<file path="src/rtl/multi_master_bus.sv">
// Shared-bus interconnect: N_MASTER masters onto N_SLAVE address-decoded slaves.
// Latency: request->grant 1 cycle; slave side combinational from owner; read data 1 cycle after select.
// Backpressure: losers hold m_req with m_grant=0; the owner is never preempted while it holds m_req.
//
// Build option: define BUS_RR_ARB_EN for round-robin arbitration; otherwise fixed priority
// (lowest master index wins).
//
// Ports:
//   clk, reset_n        single clock, synchronous active-low reset
//   m_req/m_wr          per-master request (held for the whole burst) and write(1)/read(0)
//   m_addr/m_dout       packed per-master address and write data (master i at [i*W +: W])
//   m_grant             one-hot registered grant
//   m_din               read data broadcast to all masters (0 when no read is returning)
//   s_dout              packed per-slave read data from synchronous RAM slaves
//   s_sel/s_wr          one-hot slave select and write strobe
//   s_addr/s_din        full address and write data to slaves (0 when the bus is idle)
//   decode_err          one-cycle pulse: the previous access hit an unmapped region

module multi_master_bus #(
    parameter int N_MASTER = 2,
    parameter int N_SLAVE  = 5,
    parameter int ADDR_W   = 16,
    parameter int DATA_W   = 32,
    parameter int REGION_W = 8
) (
    input  logic                         clk,
    input  logic                         reset_n,
    input  logic [N_MASTER-1:0]          m_req,
    input  logic [N_MASTER-1:0]          m_wr,
    input  logic [N_MASTER*ADDR_W-1:0]   m_addr,
    input  logic [N_MASTER*DATA_W-1:0]   m_dout,
    output logic [N_MASTER-1:0]          m_grant,
    output logic [DATA_W-1:0]            m_din,
    input  logic [N_SLAVE*DATA_W-1:0]    s_dout,
    output logic [N_SLAVE-1:0]           s_sel,
    output logic                         s_wr,
    output logic [ADDR_W-1:0]            s_addr,
    output logic [DATA_W-1:0]            s_din,
    output logic                         decode_err
);

    localparam int OWN_W  = (N_MASTER > 1) ? $clog2(N_MASTER) : 1;
    localparam int SIDX_W = (N_SLAVE > 1) ? $clog2(N_SLAVE) : 1;
    localparam int RIDX_W = ADDR_W - REGION_W;

    typedef enum logic {
        ST_IDLE  = 1'b0,
        ST_OWNED = 1'b1
    } state_t;

    // ------------------------------------------------------------------
    // State
    // ------------------------------------------------------------------
    state_t                r_state;
    logic [OWN_W-1:0]      r_owner;
    logic [N_MASTER-1:0]   r_grant;
    logic                  r_rd_vld;
    logic [SIDX_W-1:0]     r_rd_idx;
    logic                  r_decode_err;
`ifdef BUS_RR_ARB_EN
    logic [OWN_W-1:0]      r_last_owner;
`endif

    // ------------------------------------------------------------------
    // Owner-side mux: pick the current owner's request fields
    // ------------------------------------------------------------------
    logic                  w_own_req;
    logic                  w_own_wr;
    logic [ADDR_W-1:0]     w_own_addr;
    logic [DATA_W-1:0]     w_own_dout;

    always_comb begin
        w_own_req  = 1'b0;
        w_own_wr   = 1'b0;
        w_own_addr = '0;
        w_own_dout = '0;
        for (int i = 0; i < N_MASTER; i++) begin
            if (r_owner == OWN_W'(i)) begin
                w_own_req  = m_req[i];
                w_own_wr   = m_wr[i];
                w_own_addr = m_addr[i*ADDR_W +: ADDR_W];
                w_own_dout = m_dout[i*DATA_W +: DATA_W];
            end
        end
    end

    // The slave side is live only while the owner still asserts its request.
    // Gating with reset_n keeps a write from landing at the very edge that
    // resets the bus.
    logic                  w_active;
    logic [RIDX_W-1:0]     w_sidx;
    logic                  w_hit;
    logic                  w_sel_vld;

    assign w_active  = reset_n && (r_state == ST_OWNED) && w_own_req;
    assign w_sidx    = w_own_addr[ADDR_W-1:REGION_W];
    assign w_hit     = (32'(w_sidx) < 32'(N_SLAVE));
    assign w_sel_vld = w_active && w_hit;

    always_comb begin
        s_sel = '0;
        for (int k = 0; k < N_SLAVE; k++) begin
            s_sel[k] = w_sel_vld && (32'(w_sidx) == 32'(k));
        end
    end

    // Address and data follow the owner even on an unmapped access; only the
    // select and the write strobe are suppressed there.
    assign s_wr   = w_sel_vld && w_own_wr;
    assign s_addr = w_active ? w_own_addr : '0;
    assign s_din  = w_active ? w_own_dout : '0;

    // ------------------------------------------------------------------
    // Arbitration
    // ------------------------------------------------------------------
    logic                  w_arb_vld;
    logic [OWN_W-1:0]      w_arb_idx;
    logic [N_MASTER-1:0]   w_arb_oh;

`ifdef BUS_RR_ARB_EN
    // Round-robin: prefer the lowest requester above last_owner, else wrap
    // around to the lowest requester overall.
    logic                  w_hi_vld;
    logic [OWN_W-1:0]      w_hi_idx;

    always_comb begin
        w_arb_vld = 1'b0;
        w_arb_idx = '0;
        w_hi_vld  = 1'b0;
        w_hi_idx  = '0;
        for (int i = N_MASTER - 1; i >= 0; i--) begin
            if (m_req[i]) begin
                w_arb_vld = 1'b1;
                w_arb_idx = OWN_W'(i);
                if (OWN_W'(i) > r_last_owner) begin
                    w_hi_vld = 1'b1;
                    w_hi_idx = OWN_W'(i);
                end
            end
        end
        if (w_hi_vld) begin
            w_arb_idx = w_hi_idx;
        end
    end
`else
    // Fixed priority: lowest requesting index wins.
    always_comb begin
        w_arb_vld = 1'b0;
        w_arb_idx = '0;
        for (int i = N_MASTER - 1; i >= 0; i--) begin
            if (m_req[i]) begin
                w_arb_vld = 1'b1;
                w_arb_idx = OWN_W'(i);
            end
        end
    end
`endif

    assign w_arb_oh = N_MASTER'(1) << w_arb_idx;

    // ------------------------------------------------------------------
    // Arbiter FSM and read-return / decode-error registers
    // ------------------------------------------------------------------
    always_ff @(posedge clk) begin
        if (!reset_n) begin
            r_state      <= ST_IDLE;
            r_owner      <= '0;
            r_grant      <= '0;
            r_rd_vld     <= 1'b0;
            r_rd_idx     <= '0;
            r_decode_err <= 1'b0;
`ifdef BUS_RR_ARB_EN
            r_last_owner <= OWN_W'(N_MASTER - 1);
`endif
        end else begin
            // Read return tracks the select cycle; rd_idx is left alone on
            // non-read cycles so a handover never disturbs the last return.
            r_rd_vld     <= w_sel_vld && !w_own_wr;
            if (w_sel_vld && !w_own_wr) begin
                r_rd_idx <= SIDX_W'(w_sidx);
            end
            r_decode_err <= w_active && !w_hit;

            case (r_state)
                ST_IDLE: begin
                    if (w_arb_vld) begin
                        r_state      <= ST_OWNED;
                        r_owner      <= w_arb_idx;
                        r_grant      <= w_arb_oh;
`ifdef BUS_RR_ARB_EN
                        r_last_owner <= w_arb_idx;
`endif
                    end
                end
                ST_OWNED: begin
                    if (!w_own_req) begin
                        // Owner released: hand over directly if anyone waits
                        // (the owner's own request is low, so it cannot win).
                        if (w_arb_vld) begin
                            r_owner      <= w_arb_idx;
                            r_grant      <= w_arb_oh;
`ifdef BUS_RR_ARB_EN
                            r_last_owner <= w_arb_idx;
`endif
                        end else begin
                            r_state <= ST_IDLE;
                            r_grant <= '0;
                        end
                    end
                end
                default: begin
                    r_state <= ST_IDLE;
                    r_grant <= '0;
                end
            endcase
        end
    end

    assign m_grant    = r_grant;
    assign decode_err = r_decode_err;

    // ------------------------------------------------------------------
    // Read-data return mux
    // ------------------------------------------------------------------
    logic [DATA_W-1:0]     w_rd_dat;

    always_comb begin
        w_rd_dat = '0;
        for (int k = 0; k < N_SLAVE; k++) begin
            if (r_rd_idx == SIDX_W'(k)) begin
                w_rd_dat = s_dout[k*DATA_W +: DATA_W];
            end
        end
    end

    assign m_din = r_rd_vld ? w_rd_dat : '0;

endmodule
</file>
<file path="config.mk">
export PLATFORM = sky130hd
export DESIGN_NAME = multi_master_bus
export DESIGN_NICKNAME = d
export VERILOG_FILES = /design/src/rtl/multi_master_bus.sv
export SDC_FILE = /design/constraint.sdc
export NUM_CORES = 1
export LEC_CHECK = 0
export ABC_AREA = 0
export CELL_PAD_IN_SITES_DETAIL_PLACEMENT = 1
export CELL_PAD_IN_SITES_GLOBAL_PLACEMENT = 1
export CORE_AREA = 2 2 135 137
export CTS_BUF_LIST = sky130_fd_sc_hd__clkbuf_8 sky130_fd_sc_hd__clkbuf_16
export DETAILED_ROUTE_END_ITERATION = 10
export DIE_AREA = 0 0 137 139
export DONT_BUFFER_PORTS = 1
export PLACE_DENSITY = 0.46
export SYNTH_ARGS = -nofsm -noshare
export SYNTH_HDL_FRONTEND = slang
export SYNTH_SLANG_ARGS = --single-unit
export TNS_END_PERCENT = 10
</file>
<file path="constraint.sdc">
create_clock -name clk -period 1.6 [get_ports clk]
set_input_delay 0.24 -clock clk [delete_from_list [all_inputs] [get_ports clk]]
set_output_delay 0.24 -clock clk [all_outputs]
set_load 0.01 [all_outputs]
</file>
# Word-level counts from Yosys, hierarchy flattened
# Index checks and enable logic that the tools add are counted.
# word_totals
register_bits,9
inputBits,262
output_inout_bits,89
wordCells,60
# op_classes
magnitude_cmp,1
n_eq_ne,10
shifts,1
n_mux,25
bitwise_logic,1
reduce_logical,16
# ops
cell,n
two-way mux 32 bit,8
two-way mux 16 bit,2
"equality test 8 x 2 -> 1 bit, second input constant",2
logical AND 1 bit,11
two-way mux 1 bit,9
"equality test 8 x 1 -> 1 bit, second input constant",1
"equality test 8 x 3 -> 1 bit, second input constant",1
logical NOT 8 bit,1
"< comparator 8 x 3 -> 1 bit, second input constant",1
"equality test 3 x 2 -> 1 bit, second input constant",2
two-way mux 2 bit,3
"!= test 2 bit, second input constant",2
one-hot mux 1 bit (2 select lines),2
one-hot mux 2 bit (2 select lines),1
"equality test 3 x 1 -> 1 bit, second input constant",1
"equality test 3 bit, second input constant",1
logical NOT 3 bit,1
logical NOT 1 bit,2
AND reduction 2 bit,1
"<< shifter 1 x 1 -> 2 bit, first input constant",1
NOT 1 bit,1

# Depth between registers and ports, before layout
# Gate-level depths: netlist of the first run.
# logic_depth
word_depth,7
depth_mapped,6
ltp_nobuf,4

# Worst setup path before layout of the first run
# OpenSTA, ideal clock, no wires.
# synth_path
path_kind,flip-flop to output port
start,register r_rd_idx[0]
end,output port m_din[10]
arrival_time_ns,1.350
required_time_ns,1.360
path_slack_ns,0.010
path_stages_with_launch,6
n_path_buf,2
cell_sequence,dfxtp_1 > buf_4 > buf_6 > mux4_2 > a22oi_1 > nor2b_1
# synth_between
elab_chain_cells,7
word_cells_on_any_way,11
cone_classes,eq/ne (4); mux (6); reduce/logical (1)
# synth_rtl
item,line,rtl
start: declaration,58,logic [SIDX_W-1:0] r_rd_idx;
start signal: assignment,180,r_rd_idx <= SIDX_W'(w_sidx);
logical NOT 3 bit,230,if (r_rd_idx == SIDX_W'(k)) begin
two-way mux 32 bit (4 in series),230,
two-way mux 32 bit *,230,
two-way mux 32 bit *,236,assign m_din = r_rd_vld ? w_rd_dat : '0;
end: declaration,33,"output logic [DATA_W-1:0] m_din,"
# Mark *: on every way between the ends. The rest lies on a longest branch, timed or not.

# Worst setup path after layout of the first run
# layout_path
start,register r_owner
end,output port s_sel[4]
# layout_between
elab_chain_cells,4
word_cells_on_any_way,7
cone_classes,order compare (1); eq/ne (1); mux (2); reduce/logical (3)
# layout_rtl
item,line,rtl
start: declaration,55,logic [OWN_W-1:0] r_owner;
start signal: assignment,188,r_owner <= w_arb_idx;
start signal: assignment,200,r_owner <= w_arb_idx;
two-way mux 16 bit / two-way mux 1 bit (equally long branches),78,if (r_owner == OWN_W'(i)) begin
< comparator 8 x 3 -> 1 bit / logical AND 1 bit (equally long branches),"97, 95",
logical AND 1 bit,98,assign w_sel_vld = w_active && w_hit;
logical AND 1 bit *,103,s_sel[k] = w_sel_vld && (32'(w_sidx) == 32'(k));
end: declaration,35,"output logic [N_SLAVE-1:0] s_sel,"
# Marked as above.

==> results of run 1 <==
[synthesized netlist by cell type, types with 2 or more instances]
library cell,number
nand3_1,3
mux2i_1,51
nand2_1,7
nor2b_1,35
nor2_1,56
mux4_2,32
nor3b_2,2
o21ai_0,3
buf_2,17
nand2b_1,4
a22oi_1,32
clkbuf_1,9
dfxtp_1,9
o21a_1,3
buf_6,4
a21oi_1,2
inv_1,6
[metal layers]
layer / track usage / vias up
met5: 0 / -
met4: 0.0662 / 0
met3: 0.0205 / 16
met2: 0.255 / 206
met1: 0.114 / 1287
li1: - / 1205
[what timing repair did]
| item | CTS | global route |
|---|---|---|
| endpoints found under the setup margin | 89 | 90 |
| cloned | 3 | 0 |
| setup buffers | 6 | 6 |
| pin swaps | 14 | 16 |
| resized for setup | 96 | 43 |
[registers in the layout (all words and copies together), names as in the netlist]
| signal | count |
|---|---|
| decode_err | 1 |
| m_grant | 2 |
| r_owner | 1 |
| r_rd_idx | 3 |
| r_rd_vld | 1 |
| r_state | 1 |
[power by group through the flow]
stage          sequential, W  clock (W)  combinational (W)
6_report            0.000242   0.000444           0.000552
4_1_cts             0.000243   0.000469           0.000525
5_1_grt             0.000244   0.000470           0.000595
3_5_place_dp        0.000248          0           0.000414
3_3_place_gp        0.000247          0           0.000406
2_1_floorplan       0.000244          0           0.000324
[layout make-up]
class	instances	area, sq um	area share
multi-input cells	251	2740	0.676
repair buffers	66	726	0.179
well taps	229	287	0.0707
flip-flops and latches	9	189	0.0466
clock buffers	3	75.1	0.0185
inverters	6	22.5	0.00556
diodes	4	10.0	0.00247
clock inverters	1	3.75	0.000926
[final timing paths]
path / slack [ns] / end / from
worst max register to register: -0.11 / r_rd_idx[2] / r_owner
worst min register to register: 0.48 / r_rd_idx[2] / r_rd_idx[2]
worst min-delay path: 0.12 / r_state / m_req[1]
worst max-delay path: -0.40 / s_sel[4] / r_owner
[kinds of logic (layout without fill, tap and decap cells)]
group                  count (synthesis)  in the layout  share of synthesized area
DFF                                    9              9                     0.0680
buffers and inverters                 37             76                     0.0731
AOI/OAI and AO/OA                     49             49                      0.144
and+or+nand+nor                      118            118                      0.246
other                                  0              4                          0
muxes                                 84             84                      0.469
[stage by stage]
stage	hold WS, ns	setup WS [ns]	total power [W]	util	area, sq um
6_report	0.120	-0.398	0.00124	0.229	4050
5_1_grt	0.125	-0.503	0.00131	0.229	4050
4_1_cts	0.112	-0.419	0.00124	0.217	3830
3_5_place_dp	0.360	-0.333	0.000662	0.184	3250
3_3_place_gp	0.358	-0.273	0.000653	0.184	3250
2_1_floorplan	0.350	0.0104	0.000567	-	2650
[critical path, cell delays in order, from the launching register on]
cell      delay [ns]
dfxtp_4         0.36
buf_12          0.12
or2b_4          0.29
o221ai_4        0.22
and2_4          0.19
nor4b_4         0.17
buf_4           0.16
==> summary.log, run 1 <==
qor: run_status.run_status complete, but fails checks
qor: run_status.violations setup timing
qor: hold_path.hold_path_class in -> reg
qor: timing.transition_at_the_pin_with_the_smallest_max_transition_slack 0.499 ns
qor: clock_network.cts_hold_buf 0
qor: synthesis.synth-seq-area-share 0.0680
qor: global_routing.track_usage 0.125
qor: layout.syn_to_final_growth 52.8%
qor: placement.dpl.hpwl 11200 um
qor: synthesis.synth-async-reset-ratio 0
qor: synthesis.count_of_flip_flops_with_a_built_in_enable_after_synthesis 0
qor: placement.post-place-cells 546
qor: clock_network.worst_setup_hold_path_clk_slew 0.04 ns
qor: synthesis.synth_area_per_cell 8.93 sq um
qor: detailed_routing.route.layer.met1.wl 3910 um
qor: clock_network.cts_buffers 3
qor: timing.count_of_final_max_slew_check_failures 0
qor: floorplan.io_pins 351
qor: layout.layout_common_cells 51 x mux2i_1, 46 x buf_4, 32 x mux4_2
qor: timing.grt_setup_unrepaired yes
qor: layout.filler_cell_count 2007
qor: timing.final.setup.tns -20.85 ns
qor: detailed_routing.dr.first_iter.drc_count 80
qor: power.power.density_cell_area 305 mW/mm^2
qor: global_routing.grt_max_degree 33
qor: power.clock_power_share 0.358
qor: clock_network.ctsLongestPathBuffers 2
qor: timing.layout_min_cycle_time 2.00 ns
qor: worst_setup_path.critical_path.max_fanout 10
qor: clock_network.cts_htree_levels 1
qor: layout.most_common_cell_after_layout_fill_and_taps_aside mux2i_1
qor: synthesis.synth.area.top_cells mux4_2 27%, mux2i_1 19%, a22oi_1 9.1%, nor2b_1 8.3%, nor2_1 7.9%
qor: synthesis.synth-warning-count 0
qor: detailed_routing.dr_wl_met2 7640 um
qor: worst_setup_path.crit_path_capture_type output pin
qor: global_routing.gr-total-overflow 0
qor: timing.timing.final.ws_setup -0.398 ns
qor: synthesis.netlist_area 0.00265 sq mm
qor: placement.number_of_buffers_added_on_ports 0
qor: detailed_routing.route.detailed.wl_per_inst 23.2 um
qor: timing.timing.slew.headroom 0.667
qor: floorplan.chipWidth 137 um
qor: power.power_switching 0.000387 W
qor: worst_setup_path.worstSetupStartpointType flop
qor: placement.place_congestion 0.834
qor: synthesis.mapped_nets 559
qor: detailed_routing.route.top_layer_used met4
qor: clock_network.tritoncts done
qor: power.seqPwrFrac 0.196
qor: synthesis.yosysTopAreaCell mux4_2
qor: run.maxCapViolations 0
qor: detailed_routing.drt_first_pass_iters 4
qor: timing.clock-skew-final 0.00217 ns
qor: power.switching_share 0.313
qor: power.internal_power 0.000851 W
qor: synthesis.fraction_of_synthesized_cell_area_taken_by_the_top_area_cell_type 0.272
qor: worst_setup_path.worstSetupPathType reg -> out
qor: detailed_routing.detail_route.vias_per_cell 4.77
qor: synthesis.postSynthCellCount 297
qor: power.power_frac_comb 0.446
qor: timing.final_setup_vio_count 89
qor: floorplan.placementRows 49
qor: clock_network.count_of_clock_tree_sinks 9
qor: floorplan.die_h 139 um
qor: layout.fin_cells 569
qor: synthesis.synth.lib_cells_used.distinct 39
qor: worst_setup_path.reg2regPathDepth 8
qor: global_routing.grt_first_pass_wirelength 18000 um
qor: clock_network.clk-insertion-delay-late 0.23 ns
qor: worst_setup_path.worst-endpoint-arrival 1.76 ns
qor: global_routing.vias_in_the_first_global_route 3139
qor: detailed_routing.ant_nets 0
qor: floorplan.design.core.area 0.0177 sq mm
qor: hold_path.worst_hold_depth 1
qor: detailed_routing.drc 0
qor: power.leakagePower 1.37 nW
qor: clock_network.root_buffer_cell clkbuf_16
qor: floorplan.floorplan.initialDensity 0.150
qor: layout.layout-drive-gt1-share 0.619
qor: timing.achievable-frequency 0.500 GHz
qor: detailed_routing.finalWirelength 13200 um
qor: floorplan.die_footprint 0.0190 sq mm
qor: timing.timing.final.crit_share 1.25
qor: synthesis.dominantRegCellSynth dfxtp_1
qor: global_routing.number_of_antenna_violations_at_the_first_check_in_global_routing 4
qor: timing.report.final.hold_viol_count 0
qor: synthesis.ys_seq_elements 9
qor: layout.fin_nets 599
qor: detailed_routing.via_count 2714
qor: power.power.ir.vdd_worst 0.000199 V
qor: worst_setup_path.required 1.36 ns
qor: detailed_routing.wl_met3 1150 um
Power figures use the tool's default switching activity.
==> run 2, diff against run 1 <==
Settings changed: CORE_AREA 2 2 135 137 to 2 2 138 140, DIE_AREA 0 0 137 139 to 0 0 140 142, PLACE_DENSITY 0.46 to 0.45.
==> summary.log, run 2 (synthesis results as in run 1) <==
qor: floorplan.die_footprint 0.0199 sq mm [+4.4%]
qor: worst_setup_path.worstSetupStartpointType flop
qor: run.maxCapViolations 0 [unchanged]
qor: worst_setup_path.crit_path_capture_type output pin
qor: clock_network.tritoncts done
qor: layout.largest_register r_rd_idx
qor: detailed_routing.detail_route.vias_per_cell 4.79 [+0.33%]
qor: power.power.density_cell_area 309 mW/mm^2 [+1.0%]
qor: layout.fin_nets 590 [-1.5%]
qor: worst_setup_path.worstReg2RegEnd r_rd_idx[1]
qor: worst_setup_path.rrSetupSlack -0.09 ns [+0.02 ns]
qor: floorplan.design.core.area 0.0185 sq mm [+4.5%]
qor: placement.dpl.hpwl 10900 um [-3.3%]
qor: timing.timing.slew.headroom 0.696 [+0.0289]
qor: floorplan.floorplan.initialDensity 0.144 [-0.00649]
qor: worst_setup_path.critical_path.max_fanout 7 [-3]
qor: power.leakagePower 1.30 nW [-4.6%]
qor: global_routing.grt_max_degree 41 [+24%]
qor: timing.final.setup.tns -26.45 ns [-5.61 ns]
qor: floorplan.placementRows 50 [+2.0%]
qor: timing.layout_min_cycle_time 2.05 ns [+0.0501 ns]
qor: detailed_routing.finalWirelength 13500 um [+2.2%]
qor: placement.post-place-cells 541 [-0.92%]
qor: clock_network.count_of_clock_tree_sinks 9 [unchanged]
qor: clock_network.root_buffer_cell clkbuf_16
qor: detailed_routing.drt_first_pass_iters 10 [+6]
qor: global_routing.grt_first_pass_wirelength 17700 um [-1.5%]
qor: run_status.violations DRC, setup timing
qor: floorplan.chipWidth 140 um [+2.2%]
qor: worst_setup_path.worst-endpoint-arrival 1.81 ns [+0.05 ns]
qor: timing.report.final.hold_viol_count 0 [unchanged]
qor: clock_network.cts_htree_levels 1 [unchanged]
qor: timing.clock-skew-final 0.00518 ns [+0.00301 ns]
qor: detailed_routing.dr.first_iter.drc_count 143 [+79%]
qor: worst_setup_path.reg2regPathDepth 7 [-1]
qor: layout.syn_to_final_growth 41.0%
qor: timing.timing.final.ws_setup -0.448 ns [-0.0501 ns]
qor: hold_path.hold_path_class in -> reg
qor: timing.achievable-frequency 0.488 GHz [-2.4%]
qor: layout.most_common_cell_after_layout_fill_and_taps_aside nor2_1
qor: clock_network.worst_setup_hold_path_clk_slew 0.04 ns [about the same]
qor: hold_path.worst_hold_depth 1 [unchanged]
qor: hold_path.hold_start m_req[1]
qor: layout.layout-drive-gt1-share 0.483 [-0.136]
qor: detailed_routing.ant_nets 0 [unchanged]
qor: timing.transition_at_the_pin_with_the_smallest_max_transition_slack 0.456 ns [-0.0433 ns]
qor: layout.layout_common_cells 54 x nor2_1, 51 x mux2i_1, 40 x buf_4
qor: detailed_routing.via_count 2699 [-0.55%]
qor: worst_setup_path.timing.rr.start r_owner
qor: worst_setup_path.required 1.36 ns [about the same]
qor: placement.number_of_buffers_added_on_ports 0 [unchanged]
qor: placement.place_congestion 0.779 [-6.5%]
qor: worst_setup_path.worstSetupPathType reg -> out
qor: clock_network.clk-insertion-delay-late 0.24 ns [about the same]
qor: timing.timing.final.crit_share 1.28 [+0.0313]
qor: global_routing.number_of_antenna_violations_at_the_first_check_in_global_routing 5 [+1]
qor: hold_path.hold-path-endpoint r_state
qor: layout.largest_register_ffs 3 [unchanged]
qor: layout.fin_cells 564 [-0.88%]
qor: timing.count_of_final_max_slew_check_failures 0 [unchanged]
qor: global_routing.vias_in_the_first_global_route 2995 [-4.6%]
qor: floorplan.die_h 142 um [+2.2%]
qor: power.power.ir.vdd_worst 0.000222 V [+12%]
qor: run_status.run_status complete, but fails checks
qor: detailed_routing.route.detailed.wl_per_inst 23.9 um [+3.1%]
qor: floorplan.io_pins 351 [unchanged]
qor: clock_network.cts_buffers 3 [unchanged]
qor: timing.final_setup_vio_count 89 [unchanged]
qor: global_routing.track_usage 0.119 [-0.00603]
qor: detailed_routing.drc 25 [+25]
qor: worst_setup_path.critPathLaunch r_rd_idx[0]
qor: global_routing.gr-total-overflow 0 [unchanged]
qor: timing.grt_setup_unrepaired yes
qor: clock_network.ctsLongestPathBuffers 2 [unchanged]
==> run 2: cell count changes in the layout (fill, tap and decap cells not counted), moves of 6 or more <==
cell | previous run | this run
nor2_1 | 17 | 54
nor2_4 | 23 | 0
nor2_2 | 16 | 2
a22oi_1 | 5 | 12
a22oi_2 | 27 | 20
buf_4 | 46 | 40
==> run 2: power by group <==
| part | switching, W | internal (W) | leakage, nW |
|---|---|---|---|
| clock | 0.000131 | 0.000329 | 0.0423 |
| combinational | 0.000208 | 0.000245 | 1.19 |
| sequential | 0.0000101 | 0.000231 | 0.0756 |
==> run 2: through the flow <==
| step | setup WS [ns] | util | hold WS, ns | power (W) | area [sq um] |
|---|---|---|---|---|---|
| floorplan | 0.0104 | - | 0.350 | 0.000567 | 2650 |
| global placement | -0.323 | 0.173 | 0.355 | 0.000640 | 3190 |
| detailed placement | -0.341 | 0.173 | 0.359 | 0.000649 | 3190 |
| CTS | -0.466 | 0.193 | 0.111 | 0.00117 | 3560 |
| global route | -0.502 | 0.203 | 0.127 | 0.00122 | 3740 |
| finish | -0.448 | 0.203 | 0.113 | 0.00115 | 3740 |
==> run 2: what timing repair did <==
action                                  CTS  global route
setup buffers                             9             2
gates resized for setup                  26            38
endpoints found under the setup margin   89            90
pin swaps                                 9            20
cloned                                    4             1
hold buffers                              0             0
==> run 2: how the worst max path moves through the flow <==
stage / cells past startpoint / slack [ns] / to
6_report: 5 / -0.45 / m_din[15]
3_5_place_dp: 6 / -0.34 / s_sel[0]
4_1_cts: 6 / -0.47 / s_wr
5_1_grt: 7 / -0.50 / m_din[28]
2_1_floorplan: 5 / 0.01 / m_din[10]
3_3_place_gp: 6 / -0.32 / s_sel[0]
==> run 2: cell type report <==
cell class                 count  area, sq um
sequential                     9          189
clock buffer                   3         75.1
timing repair buffer          57          649
multi-input combinational    251         2500
inverter                       6         22.5
fill                        2132        14700
antenna                        3         7.51
tap                          234          293
clock inverter                 1         3.75
==> run 2: routing by layer <==
| metal | routed length, um | global-route usage | vias up |
|---|---|---|---|
| li1 | - | - | 1181 |
| met1 | 4330 | 0.110 | 1263 |
| met2 | 7600 | 0.246 | 227 |
| met3 | 1150 | 0.0262 | 26 |
| met4 | 372 | 0.0542 | 2 |
| met5 | 8 | 0 | - |
==> run 2: critical path, cell delays in order, from the launching register on <==
cell and delay [ns]:
dfxtp_4 0.39, bufbuf_16 0.29, mux4_2 0.51, a22oi_2 0.16, nor2b_1 0.07, buf_4 0.15
